$ cat config.mk
export PLATFORM = sky130hd
export DESIGN_NAME = osd_dem_uart_bb_arb
export DESIGN_NICKNAME = d
export VERILOG_FILES = /design/src/rtl/osd_dem_uart_bb_arb.sv
export SDC_FILE = /design/constraint.sdc
export NUM_CORES = 1
export LEC_CHECK = 0
export BUFFER_PORTS_ARGS = -buffer_cell sky130_fd_sc_hd__buf_2
export CORE_MARGIN = 2
export CORE_UTILIZATION = 40
export DETAILED_ROUTE_END_ITERATION = 6
export PLACE_DENSITY = 0.76
export SLEW_MARGIN = 20
export SYNTH_ARGS = -nofsm -noshare
export SYNTH_HDL_FRONTEND = slang
export SYNTH_SLANG_ARGS = --single-unit
$ cat constraint.sdc
create_clock -name clk -period 1.8 [get_ports clk]
set_input_delay 0.18 -clock clk [delete_from_list [all_inputs] [get_ports clk]]
set_output_delay 0.18 -clock clk [all_outputs]
set_load 0.02 [all_outputs]
$ cat src/rtl/osd_dem_uart_bb_arb.sv
// osd_dem_uart_bb_arb
// Round-robin arbiter and single-outstanding transaction sequencer for the
// bus-bridge (16550 register) port of the UART debug emulation module.
// NREQ masters share the port; one access runs at a time through
// IDLE -> ISSUE -> (WAIT) -> DONE, and the winner gets a grant pulse when its
// access is issued and an acknowledge pulse when it completes.

module osd_dem_uart_bb_arb #(
    parameter int NREQ   = 2,
    parameter int DW     = 32,
    parameter int AW     = 4,
    parameter int RD_LAT = 1
) (
    input  logic                 clk,
    input  logic                 rst,
    input  logic [NREQ-1:0]      req_i,
    input  logic [NREQ-1:0]      req_we_i,
    input  logic [NREQ*AW-1:0]   req_addr_i,
    input  logic [NREQ*DW-1:0]   req_din_i,
    output logic [NREQ-1:0]      gnt_o,
    output logic [NREQ-1:0]      ack_o,
    output logic [DW-1:0]        rdata_o,
    output logic                 busy_o,
    output logic [AW-1:0]        bb_addr_o,
    output logic [DW-1:0]        bb_din_o,
    output logic                 bb_en_o,
    output logic                 bb_we_o,
    input  logic [DW-1:0]        bb_dout_i
);

    // Width of a requester index and of the read-latency countdown.
    localparam int PW = (NREQ > 1) ? $clog2(NREQ) : 1;
    localparam int CW = (RD_LAT > 1) ? $clog2(RD_LAT) : 1;

    typedef enum logic [1:0] {
        S_IDLE  = 2'd0,
        S_ISSUE = 2'd1,
        S_WAIT  = 2'd2,
        S_DONE  = 2'd3
    } state_t;

    state_t              r_state;
    logic [PW-1:0]       r_ptr;
    logic [PW-1:0]       r_winner;
    logic [CW-1:0]       r_cnt;
    logic [NREQ-1:0]     r_gnt;
    logic [NREQ-1:0]     r_ack;
    logic [DW-1:0]       r_rdata;
    logic                r_busy;
    logic [AW-1:0]       r_bbAddr;
    logic [DW-1:0]       r_bbDin;
    logic                r_bbEn;
    logic                r_bbWe;

    logic                w_found;
    logic [PW-1:0]       w_winner;
    logic [PW-1:0]       w_ptrNext;
    logic [NREQ-1:0]     w_winOneHot;
    logic [NREQ-1:0]     w_ackOneHot;
    int                  w_idx;

    // Round-robin search: scan req_i from r_ptr upward, wrapping, first set bit wins.
    always_comb begin
        w_found  = 1'b0;
        w_winner = '0;
        w_idx    = 0;
        for (int i = 0; i < NREQ; i++) begin
            w_idx = int'(r_ptr) + i;
            if (w_idx >= NREQ) begin
                w_idx = w_idx - NREQ;
            end
            if (!w_found && req_i[w_idx]) begin
                w_found  = 1'b1;
                w_winner = PW'(w_idx);
            end
        end
    end

    // Pointer moves to the slot just after the winner so it has lowest priority next time.
    always_comb begin
        if (int'(w_winner) == NREQ - 1) begin
            w_ptrNext = '0;
        end else begin
            w_ptrNext = w_winner + PW'(1);
        end
        w_winOneHot = NREQ'(1) << w_winner;
        w_ackOneHot = NREQ'(1) << r_winner;
    end

    // Transaction sequencer; every output is a register updated here.
    always_ff @(posedge clk or negedge rst) begin
        if (!rst) begin
            r_state  <= S_IDLE;
            r_ptr    <= '0;
            r_winner <= '0;
            r_cnt    <= '0;
            r_gnt    <= '0;
            r_ack    <= '0;
            r_rdata  <= '0;
            r_busy   <= 1'b0;
            r_bbAddr <= '0;
            r_bbDin  <= '0;
            r_bbEn   <= 1'b0;
            r_bbWe   <= 1'b0;
        end else begin
            r_gnt  <= '0;
            r_ack  <= '0;
            r_bbEn <= 1'b0;
            case (r_state)
                S_IDLE: begin
                    if (w_found) begin
                        r_bbWe   <= req_we_i[w_winner];
                        r_bbAddr <= req_addr_i[w_winner*AW +: AW];
                        r_bbDin  <= req_din_i[w_winner*DW +: DW];
                        r_winner <= w_winner;
                        r_ptr    <= w_ptrNext;
                        r_gnt    <= w_winOneHot;
                        r_bbEn   <= 1'b1;
                        r_busy   <= 1'b1;
                        r_state  <= S_ISSUE;
                    end
                end
                S_ISSUE: begin
                    if (r_bbWe) begin
                        r_ack   <= w_ackOneHot;
                        r_state <= S_DONE;
                    end else begin
                        r_cnt   <= CW'(RD_LAT - 1);
                        r_state <= S_WAIT;
                    end
                end
                S_WAIT: begin
                    if (r_cnt == '0) begin
                        r_rdata <= bb_dout_i;
                        r_ack   <= w_ackOneHot;
                        r_state <= S_DONE;
                    end else begin
                        r_cnt <= r_cnt - CW'(1);
                    end
                end
                S_DONE: begin
                    r_busy  <= 1'b0;
                    r_state <= S_IDLE;
                end
                default: begin
                    r_busy  <= 1'b0;
                    r_state <= S_IDLE;
                end
            endcase
        end
    end

    assign gnt_o     = r_gnt;
    assign ack_o     = r_ack;
    assign rdata_o   = r_rdata;
    assign busy_o    = r_busy;
    assign bb_addr_o = r_bbAddr;
    assign bb_din_o  = r_bbDin;
    assign bb_en_o   = r_bbEn;
    assign bb_we_o   = r_bbWe;

endmodule

==> flow_summary.yaml <==
critical_path:
  worstPathRequired_ns: 2.02
  crit_chain: "inv_1 > ha_2 > o21ai_2 > buf_4 > a221o_1"
  crit_fanout: 16
  cpPeakStageDelay_ns: 0.43
  cp-end-kind: "flip-flop"
  start_kind: "flip-flop"
  crit_type: "flip-flop to flip-flop"
  cp_slowest_cell: "dfrtp_1"
  cp.arrival_ns: 1.88
sta:
  timing.fmax_mhz: 602
  finalClockSkew_ns: 0.00631
  rsz0062_at_grt: "no"
  worst_slack_ns: 0.139
  report.final.slew_viol_count: 0
  setup_viol: 0
  fin_crit_ns: 1.66
  finalHoldViolCount: 0
  finalSetupTns_ns: 0
  tightest_slew_ns: 0.554
  relSlewSlack_pct: 63.1
  fin_crit_sh_pct: 92.3
run_status:
  status: "finished clean"
synthesis:
  synthTopCellsByArea: "dfrtp_1 59%, mux2_2 11%, a31oi_1 5.4%"
  ys_seq_area_share_pct: 58.7
  synth_top_area_cell: "dfrtp_1"
  synth-compound-area-share_pct: 17.7
  syn_inst: 299
  yosys.area_share.adder_pct: 1.49
  yosysUniqueCellTypes: 26
  ys_warn_count: 0
  synthSimpleGateAreaFrac_pct: 6.76
  synth_top_area_share_pct: 58.7
  ys_ff_latch: 79
  synth-xor-area-share_pct: 0
  synth.avg_cell_area_sq_um: 11.3
  syn_nets: 413
  syn_area_sq_um: 3370
  synthMuxAreaShare_pct: 11.0
  synth_top_family_by_area: "compound AO/OA/AOI/OAI gates"
finish:
  multi_input_area_sq_um: 1250
  regArea_sq_um: 1980
  final_area_sq_um: 4690
  diodes: 0
  fin_cells: 596
  nFillCells: 727
  fin_nets: 600
  drive_above_1_share_pct: 50.9
  syn2layout_area_growth_pct: 39.1
global_route:
  grt_pass1_vias: 2853
  grt_pass1_wl_mm: 13.5
  antenna_found_initial: 0
  grt_max_degree: 44
  track_usage_pct: 19.3
  grt_overflow: 0
drt:
  firstDrtPassIters: 4
  vias: 3015
  ant_nets: 0
  routed_wl_mm: 8.77
  vias_per_cell: 5.06
  avgRoutedWirePerCell_um: 14.7
  drtIter0Drc: 103
  drc: 0
placement:
  port_buffers: 184
  hpwl_mm: 6.57
  place_congestion: 0.776
  pre_cts_ws_ns: 0.0745
  post-place-cells: 579
  place_area_sq_um: 4440
pwr:
  power_frac_clock_pct: 17.2
  ir_drop_mv: 0.888
  pwr-share-seq_pct: 34.6
  power.switching_w: 0.00362
  p_total_w: 0.00898
  p_sw_share_pct: 40.3
  internal_power_w: 0.00536
  p_leak_nw: 2.28
  p_comb_share_pct: 48.2
  p_per_area_nw_per_um2: 1920
clocking:
  cts.path.max_buffers: 2
  clock_latency_ns: 0.34
  clkTransAtPathRegs_ns: 0.08
  cts_tree: "yes"
  post_cts_buffers: 0
  numCtsBuffers: 9
  clock-sinks: 79
  htreeDepth: 3
  cts_root_buf: "clkbuf_8"
floorplanning:
  die_width_um: 95.8
  die_h_um: 95.8
  num_rows: 33
  io_pins: 185
  initial_core_util_pct: 41.2
  die_area_sq_um: 9170
  core_sq_um: 8180
run:
  drv_cap: 0
worst_hold_path:
  hold_class: "input port to flip-flop"
## layout make-up
class	instances	share of cell area, %
Clock inverter	5	2.27
Tap cell	105	2.80
Multi-Input combinational cell	191	26.7
Sequential cell	79	42.2
Clock buffer	11	2.80
Timing Repair Buffer	200	22.9
Inverter	5	0.401
## placed cells by master (no fill, tap or decap)
master | Yosys | final
ha_2 | 0 | 1
and2b_1 | 1 | 1
nor2_1 | 35 | 35
nand2b_1 | 1 | 1
clkbuf_1 | 9 | 2
a221o_1 | 8 | 8
dfrtp_1 | 79 | 79
nor2_2 | 1 | 1
clkinv_4 | 0 | 1
bufinv_16 | 0 | 3
a31oi_1 | 29 | 29
a21oi_1 | 30 | 30
buf_12 | 0 | 2
buf_2 | 11 | 183
ha_1 | 4 | 3
clkbuf_8 | 0 | 9
and2_1 | 1 | 1
o22ai_1 | 1 | 1
o21ai_2 | 1 | 1
buf_4 | 2 | 14
inv_1 | 5 | 5
nand2_1 | 4 | 4
o31ai_1 | 1 | 1
and2_0 | 6 | 6
o21ai_1 | 3 | 3
clkinvlp_4 | 0 | 1
a21oi_2 | 1 | 1
nor3b_1 | 1 | 1
dlygate4sd3_1 | 0 | 1
nor3_1 | 2 | 2
o21ai_0 | 28 | 28
mux2_2 | 33 | 33
## worst max-delay path: cells and delay by family, from the launching register on
family,cells,cell delay (ns)
fa+ha+maj,1,0.25
flops,1,0.43
compound gates,2,0.52
buf+inv,2,0.34
## metal layers
| layer | GRT usage, % | part of all wire, % |
|---|---|---|
| met1 | 23.6 | 41 |
| met2 | 31.7 | 49 |
| met3 | 5.95 | 8.1 |
| met4 | 7.86 | 2.0 |
| met5 | 0 | 0 |
## flip-flops by register name (all words and copies together), names as in the netlist
signal     cells
r_winner       1
bb_din_o      32
rdata_o       32
bb_en_o        1
bb_we_o        1
ack_o          2
r_state        2
bb_addr_o      4
busy_o         1
r_ptr          1
gnt_o          2
## synthesized netlist by cell type
library cell / count
mux2_2: 33
clkbuf_1: 9
buf_4: 2
nor2_1: 35
buf_6: 2
o21ai_2: 1
nand2b_1: 1
and2b_1: 1
a31oi_1: 29
nand2_1: 4
and2_0: 6
o21ai_0: 28
o21ai_1: 3
nor2_2: 1
nor3_1: 2
and2_1: 1
o31ai_1: 1
inv_1: 5
a21oi_2: 1
ha_1: 4
buf_2: 11
o22ai_1: 1
dfrtp_1: 79
a21oi_1: 30
nor3b_1: 1
a221o_1: 8
## final timing paths
path	from	to	slack, ns	cells past startpoint
min	bb_dout_i[18]	rdata_o[18]$_DFFE_PN0N_	0.07	2
min reg2reg	r_winner$_DFFE_PN0P_	ack_o[0]$_DFF_PN0_	0.45	1
max in group asynchronous	rst	bb_din_o[28]$_DFFE_PN0P_	0.82	3
max reg2reg	r_state[0]$_DFFE_PN0P_	bb_din_o[6]$_DFFE_PN0P_	0.14	5
max	r_state[0]$_DFFE_PN0P_	bb_din_o[6]$_DFFE_PN0P_	0.14	5
min in group asynchronous	rst	rdata_o[4]$_DFFE_PN0N_	0.38	2
## logic make-up after synthesis
logic type	after synthesis
flip-flops	79
AO/OA/AOI/OAI	102
multiplexers	33
AND/OR/NAND/NOR	52
adder cells (fa/ha/maj)	4
buffers and inverters	29
## power by group through the flow
stage | logic (W) | registers, W | clock network, W
floorplan | 0.00184 | 0.00417 | 0
global placement | 0.00425 | 0.00311 | 0
detailed placement | 0.00438 | 0.00313 | 0
CTS | 0.00438 | 0.00312 | 0.00159
global route | 0.00474 | 0.00323 | 0.00167
finish | 0.00433 | 0.00311 | 0.00154
## metrics by stage
step	hold slack [ns]	util (%)
finish	0.0710	57.3
global route	0.0428	57.3
CTS	0.0555	57.3
detailed placement	0.203	54.3
global placement	0.198	54.3
floorplan	-0.116	-
## what timing repair did
item	CTS	global route
hold buffers	1	0
endpoints found under the hold margin	42	0
gates resized for setup	0	1
endpoints found under the setup margin	0	6
No activity file was read; power rests on OpenSTA's default activity.
